### src/rtl/sdram_mux_bus_pkg.sv
// Shared types and constants for the sdram_mux_bus client arbiter.
package sdram_bus_pkg;

    typedef enum logic {OP_READ, OP_WRITE} sdram_op_e;
    typedef enum logic {IDLE, ISSUE} state_e;

    // Wide enough for up to 8 clients.
    localparam int TAG_CLIENT_W = 3;

    typedef struct packed {
        logic [TAG_CLIENT_W-1:0] client;
        logic                    lane;
    } rd_tag_t;

    localparam logic [3:0] BE_LO_N = 4'b1100;
    localparam logic [3:0] BE_HI_N = 4'b0011;

    function automatic logic [3:0] lane_be_n(input logic lane);
        return lane ? BE_HI_N : BE_LO_N;
    endfunction

endpackage

### src/rtl/sdram_mux_bus_if.sv
// Avalon-MM link between sdram_mux_bus (master) and new_sdram_controller_0 s1 (slave).
interface sdram_mux_bus_if #(
    parameter int ADDR_W = 24
);
    logic [ADDR_W-2:0] address;
    logic [3:0]        byteenable_n;
    logic              chipselect;
    logic [31:0]       writedata;
    logic              read_n;
    logic              write_n;
    logic [31:0]       readdata;
    logic              readdatavalid;
    logic              waitrequest;

    modport master (
        output address, byteenable_n, chipselect, writedata, read_n, write_n,
        input  readdata, readdatavalid, waitrequest
    );

    modport slave (
        input  address, byteenable_n, chipselect, writedata, read_n, write_n,
        output readdata, readdatavalid, waitrequest
    );
endinterface

### src/rtl/sdram_mux_bus_tag_fifo.sv
// Read-tag FIFO: remembers {client, lane} of each read accepted by the controller.
module sdram_rd_tag_fifo #(
    parameter int DEPTH = 4,
    parameter int W     = 2
) (
    input  logic         i_clk,
    input  logic         i_rst,
    input  logic         push_i,
    input  logic [W-1:0] din_i,
    input  logic         pop_i,
    output logic [W-1:0] dout_o,
    output logic         full_o,
    output logic         empty_o
);
    localparam int AW = $clog2(DEPTH);

    logic [W-1:0]  mem_q [DEPTH];
    logic [AW-1:0] wp_q, rp_q;
    logic [AW:0]   cnt_q;
    logic          do_push, do_pop;

    assign empty_o = (cnt_q == '0);
    assign full_o  = (cnt_q == (AW+1)'(DEPTH));
    assign do_pop  = pop_i & ~empty_o;
    // A full FIFO still takes a push when the head leaves in the same cycle.
    assign do_push = push_i & (~full_o | do_pop);
    assign dout_o  = mem_q[rp_q];

    always_ff @(posedge i_clk) begin
        if (do_push) mem_q[wp_q] <= din_i;
    end

    always_ff @(posedge i_clk) begin
        if (i_rst) begin
            wp_q  <= '0;
            rp_q  <= '0;
            cnt_q <= '0;
        end else begin
            if (do_push) wp_q <= wp_q + 1'b1;
            if (do_pop)  rp_q <= rp_q + 1'b1;
            if (do_push && !do_pop)      cnt_q <= cnt_q + 1'b1;
            else if (do_pop && !do_push) cnt_q <= cnt_q - 1'b1;
        end
    end
endmodule

### src/rtl/sdram_mux_bus.sv
// N-client 16-bit to 32-bit Avalon SDRAM arbiter with pipelined tagged reads.
// Define SDRAM_MUX_BUS_FIXED_PRIO_EN for fixed lowest-index priority instead of round-robin.
module sdram_mux_bus
    import sdram_bus_pkg::*;
#(
    parameter int N_CLIENTS       = 2,
    parameter int ADDR_W          = 24,
    parameter int MAX_OUTSTANDING = 4
) (
    input  logic                      i_clk,
    input  logic                      i_rst,
    input  logic [N_CLIENTS*ADDR_W-1:0] client_addr,
    input  logic [N_CLIENTS-1:0]      client_read,
    input  logic [N_CLIENTS-1:0]      client_write,
    input  logic [N_CLIENTS*16-1:0]   client_writedata,
    output logic [N_CLIENTS-1:0]      client_accepted,
    output logic [N_CLIENTS-1:0]      client_readvalid,
    output logic [15:0]               client_readdata,
    output logic                      err_underflow,
    sdram_mux_bus_if.master           new_sdram_controller_0_s1
);
    localparam int CW = (N_CLIENTS > 1) ? $clog2(N_CLIENTS) : 1;
    localparam int TW = CW + 1;
    localparam int OW = $clog2(MAX_OUTSTANDING + 1);

    state_e            state_q, state_d;
    sdram_op_e         op_q, op_d;
    logic [CW-1:0]     gnt_q, gnt_d;
    logic [ADDR_W-2:0] waddr_q, waddr_d;
    logic              lane_q, lane_d;
    logic [15:0]       wd_q, wd_d;
    logic [OW-1:0]     outst_q;
    logic [N_CLIENTS-1:0] rv_q, rv_d;
    logic [15:0]       rdata_q;
    logic              err_q;

    logic [N_CLIENTS-1:0] elig;
    logic              found;
    logic [CW-1:0]     pick, cand;
    logic              tag_push, tag_pop, tag_full, tag_empty;
    logic [TW-1:0]     tag_dout;
    rd_tag_t           head;
    logic              issue;

`ifndef SDRAM_MUX_BUS_FIXED_PRIO_EN
    logic [CW-1:0]     rr_ptr_q, rr_ptr_d;
`endif

    // Reads wait while the controller already holds MAX_OUTSTANDING of them.
    always_comb begin
        for (int unsigned i = 0; i < N_CLIENTS; i++) begin
            elig[i] = client_write[i] | (client_read[i] & (outst_q != OW'(MAX_OUTSTANDING)));
        end
    end

    always_comb begin
        found = 1'b0;
        pick  = '0;
        cand  = '0;
        for (int unsigned k = 0; k < N_CLIENTS; k++) begin
`ifdef SDRAM_MUX_BUS_FIXED_PRIO_EN
            cand = CW'(k);
`else
            cand = CW'((32'(rr_ptr_q) + k) % N_CLIENTS);
`endif
            if (!found && elig[cand]) begin
                found = 1'b1;
                pick  = cand;
            end
        end
    end

    always_comb begin
        state_d         = state_q;
        op_d            = op_q;
        gnt_d           = gnt_q;
        waddr_d         = waddr_q;
        lane_d          = lane_q;
        wd_d            = wd_q;
        client_accepted = '0;
        tag_push        = 1'b0;
`ifndef SDRAM_MUX_BUS_FIXED_PRIO_EN
        rr_ptr_d        = rr_ptr_q;
`endif
        case (state_q)
            IDLE: begin
                if (found) begin
                    gnt_d   = pick;
                    op_d    = client_write[pick] ? OP_WRITE : OP_READ;
                    waddr_d = client_addr[pick*ADDR_W + 1 +: ADDR_W-1];
                    lane_d  = client_addr[pick*ADDR_W];
                    wd_d    = client_writedata[pick*16 +: 16];
                    state_d = ISSUE;
`ifndef SDRAM_MUX_BUS_FIXED_PRIO_EN
                    rr_ptr_d = (pick == CW'(N_CLIENTS-1)) ? '0 : pick + 1'b1;
`endif
                end
            end
            ISSUE: begin
                if (!new_sdram_controller_0_s1.waitrequest) begin
                    client_accepted[gnt_q] = 1'b1;
                    tag_push = (op_q == OP_READ) && (!tag_full || tag_pop);
                    state_d  = IDLE;
                end
            end
            default: state_d = IDLE;
        endcase
    end

    always_ff @(posedge i_clk) begin
        if (i_rst) begin
            state_q <= IDLE;
            op_q    <= OP_READ;
            gnt_q   <= '0;
            waddr_q <= '0;
            lane_q  <= 1'b0;
            wd_q    <= '0;
        end else begin
            state_q <= state_d;
            op_q    <= op_d;
            gnt_q   <= gnt_d;
            waddr_q <= waddr_d;
            lane_q  <= lane_d;
            wd_q    <= wd_d;
        end
    end

`ifndef SDRAM_MUX_BUS_FIXED_PRIO_EN
    always_ff @(posedge i_clk) begin
        if (i_rst) rr_ptr_q <= '0;
        else       rr_ptr_q <= rr_ptr_d;
    end
`endif

    assign issue = (state_q == ISSUE);
    assign new_sdram_controller_0_s1.chipselect   = 1'b1;
    assign new_sdram_controller_0_s1.address      = waddr_q;
    assign new_sdram_controller_0_s1.writedata    = lane_q ? {wd_q, 16'h0000} : {16'h0000, wd_q};
    assign new_sdram_controller_0_s1.byteenable_n = issue ? lane_be_n(lane_q) : 4'b1111;
    assign new_sdram_controller_0_s1.read_n       = ~(issue && op_q == OP_READ);
    assign new_sdram_controller_0_s1.write_n      = ~(issue && op_q == OP_WRITE);

    sdram_rd_tag_fifo #(
        .DEPTH (MAX_OUTSTANDING),
        .W     (TW)
    ) u_tag_fifo (
        .i_clk   (i_clk),
        .i_rst   (i_rst),
        .push_i  (tag_push),
        .din_i   ({gnt_q, lane_q}),
        .pop_i   (tag_pop),
        .dout_o  (tag_dout),
        .full_o  (tag_full),
        .empty_o (tag_empty)
    );

    // A beat with no tag queued has no owner and is dropped.
    assign tag_pop = new_sdram_controller_0_s1.readdatavalid & ~tag_empty;

    always_comb begin
        head.client = TAG_CLIENT_W'(tag_dout[TW-1:1]);
        head.lane   = tag_dout[0];
        rv_d        = '0;
        for (int unsigned i = 0; i < N_CLIENTS; i++) begin
            rv_d[i] = tag_pop && (head.client == TAG_CLIENT_W'(i));
        end
    end

    always_ff @(posedge i_clk) begin
        if (i_rst) begin
            rv_q    <= '0;
            rdata_q <= '0;
            err_q   <= 1'b0;
            outst_q <= '0;
        end else begin
            rv_q <= rv_d;
            if (tag_pop) begin
                rdata_q <= head.lane ? new_sdram_controller_0_s1.readdata[31:16]
                                     : new_sdram_controller_0_s1.readdata[15:0];
            end
            if (new_sdram_controller_0_s1.readdatavalid && tag_empty) err_q <= 1'b1;
            if (tag_push && !tag_pop)      outst_q <= outst_q + 1'b1;
            else if (tag_pop && !tag_push) outst_q <= outst_q - 1'b1;
        end
    end

    assign client_readvalid = rv_q;
    assign client_readdata  = rdata_q;
    assign err_underflow    = err_q;
endmodule

### src/flat_wrapper.sv
// flat-port wrapper written by rule: the top's interface ports become plain ports
module sdram_mux_bus_flat import sdram_bus_pkg::*;
#(
    parameter int N_CLIENTS       = 2,
    parameter int ADDR_W          = 24,
    parameter int MAX_OUTSTANDING = 4
)
  (i_clk, i_rst, client_addr, client_read, client_write, client_writedata, client_accepted, client_readvalid, client_readdata, err_underflow, new_sdram_controller_0_s1_address, new_sdram_controller_0_s1_byteenable_n, new_sdram_controller_0_s1_chipselect, new_sdram_controller_0_s1_writedata, new_sdram_controller_0_s1_read_n, new_sdram_controller_0_s1_write_n, new_sdram_controller_0_s1_readdata, new_sdram_controller_0_s1_readdatavalid, new_sdram_controller_0_s1_waitrequest);
  sdram_mux_bus_if #(.ADDR_W(ADDR_W)) new_sdram_controller_0_s1_i ();
  input  logic i_clk;
  input  logic i_rst;
  input  logic [N_CLIENTS*ADDR_W-1:0] client_addr;
  input  logic [N_CLIENTS-1:0] client_read;
  input  logic [N_CLIENTS-1:0] client_write;
  input  logic [N_CLIENTS*16-1:0] client_writedata;
  output logic [N_CLIENTS-1:0] client_accepted;
  output logic [N_CLIENTS-1:0] client_readvalid;
  output logic [15:0] client_readdata;
  output logic err_underflow;
  output wire logic [$bits(new_sdram_controller_0_s1_i.address)-1:0] new_sdram_controller_0_s1_address;
  output wire logic [$bits(new_sdram_controller_0_s1_i.byteenable_n)-1:0] new_sdram_controller_0_s1_byteenable_n;
  output wire logic [$bits(new_sdram_controller_0_s1_i.chipselect)-1:0] new_sdram_controller_0_s1_chipselect;
  output wire logic [$bits(new_sdram_controller_0_s1_i.writedata)-1:0] new_sdram_controller_0_s1_writedata;
  output wire logic [$bits(new_sdram_controller_0_s1_i.read_n)-1:0] new_sdram_controller_0_s1_read_n;
  output wire logic [$bits(new_sdram_controller_0_s1_i.write_n)-1:0] new_sdram_controller_0_s1_write_n;
  input wire logic [$bits(new_sdram_controller_0_s1_i.readdata)-1:0] new_sdram_controller_0_s1_readdata;
  input wire logic [$bits(new_sdram_controller_0_s1_i.readdatavalid)-1:0] new_sdram_controller_0_s1_readdatavalid;
  input wire logic [$bits(new_sdram_controller_0_s1_i.waitrequest)-1:0] new_sdram_controller_0_s1_waitrequest;
  assign new_sdram_controller_0_s1_address = new_sdram_controller_0_s1_i.address;
  assign new_sdram_controller_0_s1_byteenable_n = new_sdram_controller_0_s1_i.byteenable_n;
  assign new_sdram_controller_0_s1_chipselect = new_sdram_controller_0_s1_i.chipselect;
  assign new_sdram_controller_0_s1_writedata = new_sdram_controller_0_s1_i.writedata;
  assign new_sdram_controller_0_s1_read_n = new_sdram_controller_0_s1_i.read_n;
  assign new_sdram_controller_0_s1_write_n = new_sdram_controller_0_s1_i.write_n;
  assign new_sdram_controller_0_s1_i.readdata = new_sdram_controller_0_s1_readdata;
  assign new_sdram_controller_0_s1_i.readdatavalid = new_sdram_controller_0_s1_readdatavalid;
  assign new_sdram_controller_0_s1_i.waitrequest = new_sdram_controller_0_s1_waitrequest;
  sdram_mux_bus #(.N_CLIENTS(N_CLIENTS), .ADDR_W(ADDR_W), .MAX_OUTSTANDING(MAX_OUTSTANDING)) u_core (.i_clk(i_clk), .i_rst(i_rst), .client_addr(client_addr), .client_read(client_read), .client_write(client_write), .client_writedata(client_writedata), .client_accepted(client_accepted), .client_readvalid(client_readvalid), .client_readdata(client_readdata), .err_underflow(err_underflow), .new_sdram_controller_0_s1(new_sdram_controller_0_s1_i));
endmodule
### config.mk
export PLATFORM = sky130hd
export DESIGN_NAME = sdram_mux_bus_flat
export DESIGN_NICKNAME = d
export VERILOG_FILES = /design/src/rtl/sdram_mux_bus_pkg.sv /design/src/rtl/sdram_mux_bus_if.sv /design/src/rtl/sdram_mux_bus_tag_fifo.sv /design/src/rtl/sdram_mux_bus.sv /design/src/flat_wrapper.sv
export SDC_FILE = /design/constraint.sdc
export NUM_CORES = 1
export LEC_CHECK = 0
export CORE_MARGIN = 2
export CORE_UTILIZATION = 35
export DETAILED_ROUTE_END_ITERATION = 7
export GPL_ROUTABILITY_DRIVEN = 0
export PLACE_DENSITY = 0.77
export SYNTH_ARGS = -nofsm -noshare
export SYNTH_HDL_FRONTEND = slang
export SYNTH_SLANG_ARGS = --single-unit
### constraint.sdc
create_clock -name i_clk -period 2.3 [get_ports i_clk]
set_input_delay 0.23 -clock i_clk [delete_from_list [all_inputs] [get_ports i_clk]]
set_output_delay 0.23 -clock i_clk [all_outputs]
set_load 0.02 [all_outputs]
==> impl_results.rst <==
.. list-table::
   :header-rows: 1

   * - Metric
     - Value
   * - Router iterations before antenna repair
     - 4
   * - Clock transition time at the flip-flop clock pins of the worst setup and hold paths
     - 0.09 ns
   * - Critical Path End Type
     - flip-flop
   * - Global Route met1 Usage
     - 0.2146
   * - Most frequent cell on the critical path
     - sky130_fd_sc_hd__inv_1
   * - PwrDens
     - 829.3 nW/um^2
   * - Starting density of the core
     - 0.3620
   * - Fin nets
     - 733
   * - Peak ir drop on the vdd network
     - 384.8 uV
   * - Width of the die
     - 107.6 um
   * - Required arrival time at the worst endpoint
     - 2.60 ns
   * - Initial antenna violation count
     - 0
   * - Global Route Usage Sum
     - 0.1928
   * - Non-filler cells, final
     - 746
   * - Nets in the synthesized netlist
     - 534
   * - Hold buffer count at cts
     - 0
   * - Worst-path maximum fanout
     - 5
   * - Top area cells in the synthesized netlist
     - sky130_fd_sc_hd__dfxtp_1, sky130_fd_sc_hd__a221o_2, sky130_fd_sc_hd__nor2_1, sky130_fd_sc_hd__edfxtp_1, sky130_fd_sc_hd__mux2i_1
   * - Post-detail-place hpwl
     - 8.584 mm
   * - Final setup margin
     - 0.1582 ns
   * - Finished Core Util
     - 0.5962
   * - Die area
     - 11,570 sq um
   * - Critical Path Slowest Stage Cell
     - sky130_fd_sc_hd__fa_1
   * - # diodes
     - 0
   * - Post-placement cell count
     - 730
   * - Clock root buffer
     - sky130_fd_sc_hd__clkbuf_8
   * - Die height
     - 107.6 um
   * - Congestion Overflow GR
     - 0
   * - Clock tree from TritonCTS
     - yes
   * - Count of warnings emitted by yosys
     - 0
   * - Synth cell count leaders
     - sky130_fd_sc_hd__nor2_1, sky130_fd_sc_hd__dfxtp_1, sky130_fd_sc_hd__inv_1, sky130_fd_sc_hd__a221o_2, sky130_fd_sc_hd__a21oi_1
   * - Setup-violating endpoint count in the final report
     - 0
   * - Count of flip-flops with a built-in enable after synthesis
     - 8
   * - Crit path buf inv count
     - 3
   * - Final clock period utilization by the worst path
     - 0.9312
   * - Worst clock skew
     - 0.009192 ns
   * - Cells after Synth
     - 406
   * - Clk sink count
     - 83
   * - Slowest stage delay, CP
     - 0.38 ns
   * - Layout area overhead
     - 64.70%
   * - Fraction of layout cells with a size suffix above 1
     - 0.1213
   * - Site Rows
     - 37
   * - Most repeated cell in the gate-level netlist after synthesis
     - sky130_fd_sc_hd__nor2_1
   * - Top achievable clock speed
     - 0.4669 GHz
   * - Via count of the first global-routing pass
     - 3,725
   * - Syn_area_per_cell
     - 9.245 sq um
   * - Standard cell core area
     - 10,370 sq um
   * - Fraction of registers with async set/reset
     - 0
   * - Worst-margin pin slew
     - 0.6524 ns
   * - H-tree depth
     - 3
   * - Summed area of non-filler cells in the final layout
     - 6182 sq um
   * - Arr. time, crit path
     - 2.44 ns
   * - Sum of negative setup slack
     - 0 ns
   * - Dpl ws
     - -0.1349 ns
   * - Met3 layer usage reported by global route
     - 0.05690
   * - Busiest layer in global routing
     - met2
   * - Area share of the largest cell type after synthesis
     - 0.4000
   * - Dominant cell type by area after synthesis
     - sky130_fd_sc_hd__dfxtp_1
   * - Number of buffers added by the clock tree synthesis step
     - 9
   * - Input/output buffers
     - 201
   * - Number of filler instances in the final layout
     - 905
   * - Final Hold Viols
     - 0
   * - Worst slew margin
     - 0.5641
   * - Post-detailed-route wirelength per cell
     - 15.14 um
   * - Global routing met2 resource utilization
     - 0.3432
   * - Syn Std Cell Area
     - 3754 sq um
   * - Sequential area share after synthesis
     - 0.4640
   * - Postcts setup bufs
     - 0
   * - Clk Latency, worst-skew pair
     - 0.36 ns
   * - DRC errors left
     - 0
   * - Standby leakage power
     - 2.379 nW
   * - Min Tclk post-route
     - 2.142 ns
   * - Critical path cell sequence
     - o31a_1 -> buf_4 -> inv_1 -> ha_1 -> inv_1 -> fa_1 -> xor2_1 -> or3_1 -> a21oi_1
   * - Synth Register Bits
     - 83
   * - Maximum root-to-sink buffer count
     - 2
   * - Kind of cell with the highest combined delay on the critical path
     - adder cells
   * - First-iteration detailed-routing DRC count
     - 111
   * - Cell area after placement
     - 5941 sq um
   * - Critical path startpoint category
     - flip-flop
   * - Global-route wire length before repair
     - 17.57 mm
   * - Prevailing post-synth register cell
     - sky130_fd_sc_hd__dfxtp_1
   * - Worst setup path category
     - flip-flop to flip-flop
   * - Unrepaired setup endpoints after global routing
     - no
   * - Final-layout worst hold slack
     - 0.4757 ns
   * - Hold Crit Class
     - primary input to flip-flop
   * - Sum of routed wire length over all layers
     - 11.29 mm
   * - Number of ports placed on the die boundary
     - 203
   * - Largest net degree at the start of global routing
     - 41
   * - Max-slew violation count
     - 0
   * - Max cap viols
     - 0
   * - Outcome
     - complete, no violations
   * - Post-route ant nets
     - 0
   * - Number of vias after detailed routing
     - 3,680
   * - Overall power
     - 5.127 mW
   * - Count of unique library cells instantiated by Yosys
     - 41
   * - Drt via density
     - 4.933
## state kept, by name, summed over array words and instances, names as in the netlist, named ones only
register                                  flops
u_core.new_sdram_controller_0_s1.address     23
u_core.client_readdata                       16
u_core.wd_q                                  16
u_core.u_tag_fifo.mem_q                       8
u_core.outst_q                                3
u_core.u_tag_fifo.cnt_q                       3
u_core.client_readvalid                       2
u_core.u_tag_fifo.rp_q                        2
u_core.u_tag_fifo.wp_q                        2
u_core.err_underflow                          1
u_core.gnt_q                                  1
u_core.issue                                  1
u_core.lane_q                                 1
u_core.op_q                                   1
u_core.rr_ptr_q                               1
## repair_timing
action / CTS / global route
setup endpoints to repair: 3 / 1
pin swaps: 0 / 1
resized for setup: 1 / 0
gates cloned: 0 / 0
## where the power goes
group / internal, mW / total (mW) / switching (mW)
logic: 1.00 / 1.97 / 0.966
registers: 1.74 / 1.90 / 0.164
clock network: 0.717 / 1.26 / 0.540
## metal layers
| layer | routed length, um | share of wire |
|---|---|---|
| met1 | 4545 | 0.40 |
| met2 | 5616 | 0.50 |
| met3 | 948 | 0.084 |
| met4 | 184 | 0.016 |
| met5 | 0 | 0 |
## area by class of cell
class / count / area (sq um) / share of cell area
Inverter: 50 / 188.9 / 0.03056
Clock inverter: 7 / 116.4 / 0.01882
Clock buffer: 9 / 123.9 / 0.02004
Tap cell: 136 / 170.2 / 0.02752
Sequential cell: 83 / 1742 / 0.2817
Multi-Input combinational cell: 244 / 1684 / 0.2724
Timing Repair Buffer: 217 / 2157 / 0.3489
## cells by family (layout without fill, tap and decap cells)
| family | Yosys count | in the layout | share of synthesized area |
|---|---|---|---|
| AOI/OAI and AO/OA | 93 | 93 | 0.2040 |
| xor gates and xnor gates | 7 | 7 | 0.01633 |
| adders and majority gates | 8 | 8 | 0.03067 |
| buffers and inverters | 79 | 283 | 0.09200 |
| DFF | 83 | 83 | 0.4640 |
| muxes | 21 | 21 | 0.06267 |
| other | 1 | 1 | 0.0009990 |
| and+or+nand+nor | 114 | 114 | 0.1293 |
## layout by cell type (no fill, tap or decap), types with 3 or more instances in the layout
master and instances:
sky130_fd_sc_hd__buf_4 14, sky130_fd_sc_hd__nor2_1 87, sky130_fd_sc_hd__nand2_1 7, sky130_fd_sc_hd__and2_1 4
sky130_fd_sc_hd__clkbuf_8 9, sky130_fd_sc_hd__o21ai_0 19, sky130_fd_sc_hd__a221o_1 5, sky130_fd_sc_hd__mux2i_1 19
sky130_fd_sc_hd__ha_1 6, sky130_fd_sc_hd__a21oi_1 23, sky130_fd_sc_hd__dfxtp_1 75, sky130_fd_sc_hd__clkinvlp_4 3
sky130_fd_sc_hd__clkdlybuf4s50_1 201, sky130_fd_sc_hd__nor3_1 5, sky130_fd_sc_hd__o21a_1 3, sky130_fd_sc_hd__edfxtp_1 8
sky130_fd_sc_hd__bufinv_16 3, sky130_fd_sc_hd__xor2_1 5, sky130_fd_sc_hd__a221o_2 35, sky130_fd_sc_hd__inv_1 49
## path summary, 6_finish.rpt
kind	slack [ns]	endpoint	cells past startpoint	start
max	0.16	u_core.u_tag_fifo.cnt_q[2]	9	u_core.u_tag_fifo.cnt_q[2]
max reg2reg	0.16	u_core.u_tag_fifo.cnt_q[2]	9	u_core.u_tag_fifo.cnt_q[2]
min reg2reg	0.48	u_core.err_underflow	2	u_core.err_underflow
min	0.48	u_core.wd_q[5]	2	client_writedata[21]
## worst reg2reg max path: stages, from the launching register on
cell	delay, ns
sky130_fd_sc_hd__dfxtp_1	0.35
sky130_fd_sc_hd__o31a_1	0.33
sky130_fd_sc_hd__buf_4	0.15
sky130_fd_sc_hd__inv_1	0.05
sky130_fd_sc_hd__ha_1	0.16
sky130_fd_sc_hd__inv_1	0.06
sky130_fd_sc_hd__fa_1	0.38
sky130_fd_sc_hd__xor2_1	0.16
sky130_fd_sc_hd__or3_1	0.30
sky130_fd_sc_hd__a21oi_1	0.14
Note: power is estimated with default switching activity, not from simulation.
